===== src/rtl/robot_pkg.sv =====
// Shared types for the robot move sequencer: orientation encodings, actions,
// FSM states, pose record and default map size.
package robot_pkg;

  localparam int DEFAULT_ROWS = 10;
  localparam int DEFAULT_COLS = 20;

  typedef enum logic [1:0] {
    NORTH = 2'b00,
    SOUTH = 2'b01,
    EAST  = 2'b10,
    WEST  = 2'b11
  } orient_t;

  typedef enum logic [1:0] {
    FORWARD,
    ROTATE_LEFT,
    ROTATE_RIGHT
  } action_t;

  typedef enum logic [2:0] {
    IDLE,
    WAIT,
    REQ,
    ACT,
    HALT
  } state_t;

  typedef struct packed {
    logic [5:0] row;
    logic [5:0] col;
    orient_t    orient;
  } pose_t;

  // Clockwise order is N -> E -> S -> W -> N.
  function automatic orient_t rotate_right(input orient_t o);
    unique case (o)
      NORTH: return EAST;
      EAST:  return SOUTH;
      SOUTH: return WEST;
      WEST:  return NORTH;
    endcase
  endfunction

  function automatic orient_t rotate_left(input orient_t o);
    unique case (o)
      NORTH: return WEST;
      WEST:  return SOUTH;
      SOUTH: return EAST;
      EAST:  return NORTH;
    endcase
  endfunction

endpackage


===== src/rtl/robot_next_pose.sv =====
// Combinational step decision: left-hand wall following with the map border
// treated as an obstacle ahead.
module robot_next_pose
  import robot_pkg::*;
#(
  parameter int ROWS = DEFAULT_ROWS,
  parameter int COLS = DEFAULT_COLS
) (
  input  pose_t   pose,
  input  logic    head,
  input  logic    left,
  input  logic    last_left,
  output logic    head_eff,
  output pose_t   next_pose,
  output action_t action
);

  localparam logic [5:0] ROW_MAX = 6'(ROWS);
  localparam logic [5:0] COL_MAX = 6'(COLS);

  logic at_edge;

  // NOTE: every output of a combinational block gets a default first so no
  // path through the case statements can infer a latch.
  always_comb begin
    at_edge   = 1'b0;
    next_pose = pose;
    action    = ROTATE_RIGHT;

    unique case (pose.orient)
      NORTH: at_edge = (pose.row == 6'd1);
      SOUTH: at_edge = (pose.row == ROW_MAX);
      EAST:  at_edge = (pose.col == COL_MAX);
      WEST:  at_edge = (pose.col == 6'd1);
    endcase

    head_eff = head | at_edge;

    if (!left && !last_left) begin
      action           = ROTATE_LEFT;
      next_pose.orient = rotate_left(pose.orient);
    end else if (!head_eff) begin
      // Forward is only chosen when the target cell is inside the map.
      action = FORWARD;
      unique case (pose.orient)
        NORTH: next_pose.row = pose.row - 6'd1;
        SOUTH: next_pose.row = pose.row + 6'd1;
        EAST:  next_pose.col = pose.col + 6'd1;
        WEST:  next_pose.col = pose.col - 6'd1;
      endcase
    end else begin
      action           = ROTATE_RIGHT;
      next_pose.orient = rotate_right(pose.orient);
    end
  end

endmodule


===== src/rtl/robot_move_sequencer.sv =====
// Step sequencer for the pipe-cleaning robot: pacing timer, sensor handshake,
// pose registers and stuck detection. Optional forward-move counter under
// ROBOT_STEP_COUNT_EN.
module robot_move_sequencer
  import robot_pkg::*;
#(
  parameter int         STEP_CYCLES  = 2,
  parameter int         ROWS         = DEFAULT_ROWS,
  parameter int         COLS         = DEFAULT_COLS,
  parameter int         START_ROW    = 1,
  parameter int         START_COL    = 1,
  parameter logic [1:0] START_ORIENT = 2'b00
) (
  input  logic        clock_50,
  input  logic        reset,
  input  logic        enable,
  output logic        sensor_req,
  input  logic        sensor_ack,
  input  logic        head,
  input  logic        left,
  output logic [5:0]  robot_row,
  output logic [5:0]  robot_column,
  output logic [1:0]  robot_orientation,
  output logic        step_done,
  output logic        stuck,
  output logic [15:0] step_count
);

  localparam int TIMER_W = (STEP_CYCLES > 1) ? $clog2(STEP_CYCLES) : 1;
  localparam logic [TIMER_W-1:0] TIMER_LOAD = TIMER_W'(STEP_CYCLES - 1);
  localparam pose_t START_POSE = '{row: 6'(START_ROW), col: 6'(START_COL),
                                   orient: orient_t'(START_ORIENT)};

  state_t               state, next_state;
  logic [TIMER_W-1:0]   timer;
  pose_t                pose, next_pose;
  logic                 head_q, left_q, last_left;
  logic [2:0]           turn_cnt;
  logic                 head_eff, turning_right, stuck_set;
  action_t              action;

  robot_next_pose #(.ROWS(ROWS), .COLS(COLS)) u_next_pose (
    .pose      (pose),
    .head      (head_q),
    .left      (left_q),
    .last_left (last_left),
    .head_eff  (head_eff),
    .next_pose (next_pose),
    .action    (action)
  );

  // A right turn is any blocked step that is not preempted by a left turn.
  assign turning_right = head_eff && (action != ROTATE_LEFT);
  assign stuck_set     = (state == ACT) && turning_right && (turn_cnt == 3'd3);

  always_comb begin
    next_state = state;
    unique case (state)
      IDLE: if (enable) next_state = WAIT;
      WAIT: if (timer == '0) next_state = REQ;
      REQ:  if (sensor_ack) next_state = ACT;
      ACT:  begin
        if (stuck_set)   next_state = HALT;
        else if (enable) next_state = WAIT;
        else             next_state = IDLE;
      end
      HALT: next_state = HALT;
      default: next_state = IDLE;
    endcase
  end

  // NOTE: sequential state uses non-blocking assignments so every register
  // samples the pre-edge values regardless of statement order.
  always_ff @(posedge clock_50) begin
    if (reset) begin
      state      <= IDLE;
      timer      <= '0;
      pose       <= START_POSE;
      head_q     <= 1'b0;
      left_q     <= 1'b0;
      last_left  <= 1'b0;
      turn_cnt   <= '0;
      stuck      <= 1'b0;
      sensor_req <= 1'b0;
      step_done  <= 1'b0;
    end else begin
      state      <= next_state;
      sensor_req <= (next_state == REQ);
      step_done  <= (state == ACT);

      if (next_state == WAIT && state != WAIT)
        timer <= TIMER_LOAD;
      else if (state == WAIT && timer != '0)
        timer <= timer - 1'b1;

      if (state == REQ && sensor_ack) begin
        head_q <= head;
        left_q <= left;
      end

      if (state == ACT) begin
        pose      <= next_pose;
        last_left <= (action == ROTATE_LEFT);
        turn_cnt  <= turning_right ? turn_cnt + 3'd1 : 3'd0;
      end

      if (stuck_set) stuck <= 1'b1;
    end
  end

  assign robot_row         = pose.row;
  assign robot_column      = pose.col;
  assign robot_orientation = pose.orient;

`ifdef ROBOT_STEP_COUNT_EN
  logic [15:0] fwd_count;

  always_ff @(posedge clock_50) begin
    if (reset)
      fwd_count <= '0;
    else if (state == ACT && action == FORWARD && fwd_count != 16'hFFFF)
      fwd_count <= fwd_count + 16'd1;
  end

  assign step_count = fwd_count;
`else
  assign step_count = '0;
`endif

endmodule


===== config.mk =====
export PLATFORM = sky130hd
export DESIGN_NAME = robot_move_sequencer
export DESIGN_NICKNAME = d
export VERILOG_FILES = /design/src/rtl/robot_pkg.sv /design/src/rtl/robot_next_pose.sv /design/src/rtl/robot_move_sequencer.sv
export SDC_FILE = /design/constraint.sdc
export NUM_CORES = 1
export LEC_CHECK = 0
export BUFFER_PORTS_ARGS = -buffer_cell sky130_fd_sc_hd__buf_2
export CORE_MARGIN = 3
export CORE_UTILIZATION = 45
export CTS_CLUSTER_DIAMETER = 60
export CTS_CLUSTER_SIZE = 30
export DETAILED_ROUTE_END_ITERATION = 6
export PLACE_DENSITY = 0.72
export SLEW_MARGIN = 40
export SYNTH_ARGS = -nofsm -noshare
export SYNTH_HDL_FRONTEND = slang
export SYNTH_SLANG_ARGS = --single-unit

===== constraint.sdc =====
create_clock -name clock_50 -period 5.2 [get_ports clock_50]
set_input_delay 0.78 -clock clock_50 [delete_from_list [all_inputs] [get_ports clock_50]]
set_output_delay 0.78 -clock clock_50 [all_outputs]
set_load 0.02 [all_outputs]

# --- Yosys cells after proc, flatten, opt, wreduce, memory -nomap -nowiden ---
# Cells that the tools add are included.
classes:
  shifts: 0
  muxes: 18
  div_mod_pow: 0
  n_bitwise: 3
  n_mul: 0
  n_addsub: 6
  n_lt_le_gt_ge: 0
  n_reduce_logical: 18
  n_eq_ne: 17
ops:
  columns: ["op", "n"]
  rows:
  - ["$pmux W6 S2", 2]
  - ["$pmux W2 S4", 2]
  - ["$mux W3", 5]
  - ["$pmux W3 S5", 1]
  - ["$add A6 B1 Y6 const B", 2]
  - ["$eq A3 B2 Y1 const B", 4]
  - ["$eq A6 B1 Y1 const B", 2]
  - ["$sub A6 B1 Y6 const B", 2]
  - ["$mux W2", 4]
  - ["$reduce_and A4 Y1", 2]
  - ["$reduce_bool A2 Y1", 4]
  - ["$logic_and A1 B1 Y1", 7]
  - ["$eq A3 B1 Y1 const B", 2]
  - ["$eq A6 B4 Y1 const B", 1]
  - ["$eq A6 B5 Y1 const B", 1]
  - ["$eq A2 B1 Y1 const B", 2]
  - ["$eq A2 B2 Y1 const B", 2]
  - ["$pmux W1 S4", 1]
  - ["$add A3 B1 Y3 const B", 1]
  - ["$eq A3 B3 Y1 const B", 1]
  - ["$logic_not A3 Y1", 1]
  - ["$mux W1", 3]
  - ["$ne A3 B1 Y1 const B", 1]
  - ["$logic_not A1 Y1", 2]
  - ["other kinds (6)", 7]
totals:
  elab_cells: 74
  regBits: 27
  rom_bits: 0
  ramBits: 0
  input_bits: 6
  n_memories: 0
  latch_bits: 0

# --- Longest topological paths before layout ---
depth:
  depth_word: 14
  depth_mapped: 10
  depth_no_buf: 7

# --- Cells and area by module ---
# From an unflattened synthesis, not the netlist that was laid out.
hier_totals:
  hier_cells: 263
  hier_area_um2: 2105.8
by_module_without_submodules:
  columns: ["module", "seq_area_each_um2", "cells_per_inst", "n_inst", "area_each_um2"]
  rows:
  - ["robot_move_sequencer", 540.5, 142, 1, 1243.7]
  - ["robot_next_pose", 0.0, 121, 1, 862.1]

# --- Least setup slack after synthesis ---
# OpenSTA, ideal clock, no wires.
synth_timing:
  path_type: "reg-to-reg"
  startpoint: "reg, netlist name robot_orientation[1]"
  endpoint: "reg, netlist name robot_row[4]"
  required_time_ns: 5.079
  setup_ns: 0.121
  period_less_slack_ns: 2.151
  arrival_time_ns: 2.030
  n_path_buf: 2
  slack_ns: 3.049
  path_stages_with_launch: 10
  cell_sequence: "dfxtp_1 inv_1 ha_1 buf_4 a31oi_1 or4_4 a21oi_2 buf_6 nor4_1 mux2_4"
synth_between:
  elab_chain_len: 5
synth_lines:
  columns: ["item", "line_no", "text"]
  rows:
  - ["$eq A2 B2 Y1, or another cell as far along", "robot_next_pose.sv:30", "unique case (pose.orient)"]
  - ["$pmux W1 S4", "robot_next_pose.sv:30", null]
  - ["$or A1 B1 Y1", "robot_next_pose.sv:37", "head_eff = head | at_edge;"]
  - ["$not A1 Y1 (no line)", null, null]
  - ["$reduce_and A4 Y1 (no line)", null, null]
# Several ways; a longest one is shown, not always the timed one.
# A chain may end at the register's enable or synchronous reset.

# --- Worst setup path after layout ---
layout_timing:
  startpoint: "reg, netlist name robot_orientation[0]"
  endpoint: "reg, netlist name robot_row[4]"
layout_between:
  elab_chain_len: 5
layout_lines:
  columns: ["item", "line_no"]
  rows:
  - ["$eq A2 B2 Y1, or another cell as far along", "robot_next_pose.sv:30"]
  - ["$pmux W1 S4", "robot_next_pose.sv:30"]
  - ["$or A1 B1 Y1", "robot_next_pose.sv:37"]
  - ["$not A1 Y1 (no line)", null]
  - ["$reduce_and A4 Y1 (no line)", null]
# Several ways; a longest one is shown, not always the timed one.

==> flow_summary_export.csv <==
group,metric,value,unit
run_status,status,"completed",
worst_hold_path,hold_path_class,"reg -> reg",
clocking,htree_levels,1,
synthesis,synthArstFlopShare,0,%
placed_design,hpwlAfterDp,2650,um
power_and_ir_drop,p_sw,0.111,mW
power_and_ir_drop,clockPowerShare,30.9,%
finish,layout-drive-gt1-share,16.4,%
clocking,cts_tree,"yes",
finish,antenna_cells,0,
synthesis,synth_top_flop_cell,"dfxtp_1",
global_routing,grt_max_degree,28,
finish,final_cell_mix,"dfxtp_1 (27), buf_2 (22), conb_1 (16), nor2_1 (15), a21oi_1 (15)",
worst_hold_path,whs_path_depth,2,
route,vias,1508,
clocking,clk_latency,0.27,ns
power_and_ir_drop,power_frac_seq,55.6,%
floorplan,initial_core_util,48.4,%
setup_path,cp_max_fo,20,
finish,final_common_cell,"dfxtp_1",
sta,skew,0.00234,ns
clocking,post_cts_buffers,0,
clocking,cts_hold_buf,0,
clocking,cts_resized,0,
synthesis,syn_inst,213,
placed_design,io_buffers,22,
synthesis,seq_area_frac_synth,29.6,%
synthesis,synth_area_leaders,"dfxtp_1 (30%), ha_1 (9.6%), buf_4 (7.0%)",
clocking,cts_num_sinks,27,
floorplan,fp.dieW,69.7,um
synthesis,syn_area_per_cell,8.57,um2
sta,fin_ws,2.75,ns
setup_path,worstRegToRegCells,6,
global_routing,grt_pass1_wl,6380,um
placed_design,place_ws,2.49,ns
sta,fmax,408,MHz
setup_path,critical_path_class,"reg -> reg",
floorplan,io-pin-count,39,
global_routing,antenna_found_initial,0,
finish,final_area,1910,um2
synthesis,netlist_area,1830,um2
power_and_ir_drop,ir_drop,187,uV
sta,period_share,47.1,%
setup_path,cp.required,5.37,ns
sta,fin_crit,2.45,ns
sta,setup_viol_count_final,0,
sta,drv_slew,0,
power_and_ir_drop,combinationalPowerShare,13.5,%
clocking,cts-root-buf,"clkbuf_8",
floorplan,die_h,69.7,um
synthesis,synth_top_area_share,29.6,%
setup_path,worstSetupStartpointType,"flip-flop",
sta,finalSetupTns,0,ns
power_and_ir_drop,power.density,205,nW/um2
power_and_ir_drop,power.share.switching,28.3,%
sta,tightest_slew,0.525,ns
finish,fillCellCount,377,
sta,grt_setup_unrepaired,"no",
clocking,clk_path_buf_depth,2,
route,ant_nets,0,
synthesis,yosysWarnings,0,
setup_path,cp.arrival,2.62,ns
power_and_ir_drop,leakage,0.793,nW
finish,fin_nets,247,
route,drt_pass1_iterations,4,
global_routing,grt_overflow_total,0,
route,wl_per_cell,13.5,um
floorplan,core_area,3770,um2
sta,slew_headroom,64.9,%
floorplan,design.die.area,4860,um2
route,drt-initial-drc-count,94,
job,drv_cap,0,
setup_path,crit_path_end_kind,"flip-flop",
sta,hold_viol,0,
power_and_ir_drop,power.internal,0.281,mW
global_routing,grt_pass1_vias,1384,
synthesis,synth-seq-cells,27,
synthesis,synth_cell_types,53,
synthesis,synth_top_area_cell,"dfxtp_1",
global_routing,track_usage,15.6,%
finish,area.growth.synth_to_final,4.66,%
placed_design,place_area,1860,um2
route,finalWirelength,3700,um
route,via_per_inst,5.50,
route,drc_errors,0,
synthesis,synth_edf_count,0,
clocking,clk_pin_slew_worst_paths,0.09,ns
floorplan,std_cell_rows,22,
clocking,numCtsBuffers,3,
placed_design,routabilityCongestion,0.819,
==> path summary, 6_finish.rpt <==
check	start	to	slack [ns]
worst max-delay path	robot_orientation[0]	robot_row[4]	2.75
worst min-delay path	stuck	stuck	0.46
worst max register to register	robot_orientation[0]	robot_row[4]	2.75
worst min register to register	stuck	stuck	0.46
==> metal layers <==
layer | share of wire (%) | GRT usage [%]
met4 | 0.92 | 3.83
met5 | 0 | 0
met3 | 5.5 | 3.91
met2 | 47 | 26.3
met1 | 47 | 19.8
==> registers in the layout (all words and copies together), names as in the netlist <==
| register | flops |
|---|---|
| robot_column | 6 |
| sensor_req | 1 |
| state | 3 |
| stuck | 1 |
| last_left | 1 |
| head_q | 1 |
| timer | 1 |
| turn_cnt | 3 |
| robot_row | 6 |
| left_q | 1 |
| step_done | 1 |
| robot_orientation | 2 |
==> cell families after synthesis <==
group                      synth area share (%)
buffers and inverters                      13.4
muxes                                      4.46
DFF                                        29.6
adders and majority gates                  9.60
AOI/OAI and AO/OA                          19.3
and+or+nand+nor                            22.5
other                                     0.205
xor gates and xnor gates                  0.960
==> power groups by stage <==
| stage | sequential (mW) | combinational (mW) | clock [mW] |
|---|---|---|---|
| 2_1_floorplan | 0.222 | 0.0532 | 0 |
| 3_3_place_gp | 0.222 | 0.0514 | 0 |
| 3_5_place_dp | 0.222 | 0.0520 | 0 |
| 4_1_cts | 0.218 | 0.0520 | 0.124 |
| 5_1_grt | 0.219 | 0.0586 | 0.135 |
| 6_report | 0.218 | 0.0529 | 0.121 |
==> synthesized netlist by cell type, drive strengths merged, types with 2 or more instances <==
library cell	instances
dfxtp	27
buf	23
a21oi	16
nor2	16
ha	14
inv	13
nor3	10
o21ai	10
nand2	8
nor4	7
o31ai	6
or4	6
clkbuf	5
nor2b	5
a31oi	4
mux2i	4
nand3	4
mux2	3
nor4b	3
a41oi	2
nand2b	2
nand4	2
nor3b	2
o211ai	2
o41ai	2
==> stage by stage <==
step	std cells	hold slack [ns]	total power [mW]	utilization (%)
global placement	270	0.447	0.273	49.2
CTS	274	0.461	0.394	50.5
finish	274	0.456	0.392	50.7
floorplan	228	0.443	0.276	-
global route	274	0.507	0.413	50.7
detailed placement	270	0.441	0.274	49.2
==> critical path, stage by stage, from the launching register on <==
cell and delay (ns):
dfxtp_1 0.42, ha_1 0.39, a31oi_1 0.13, or4_4 0.46, a21oi_4 0.47, nor4_1 0.15
mux2_4 0.32
==> area by class of cell <==
| class | count | area [um2] | share of cell area (%) |
|---|---|---|---|
| Multi-Input combinational cell | 160 | 1100 | 57.8 |
| Timing Repair Buffer | 22 | 110 | 5.76 |
| Clock buffer | 3 | 41.3 | 2.16 |
| Tap cell | 48 | 60.1 | 3.14 |
| Sequential cell | 27 | 541 | 28.3 |
| Clock inverter | 1 | 5.00 | 0.262 |
| Inverter | 13 | 48.8 | 2.55 |
Note: power is estimated with default switching activity, not from simulation.
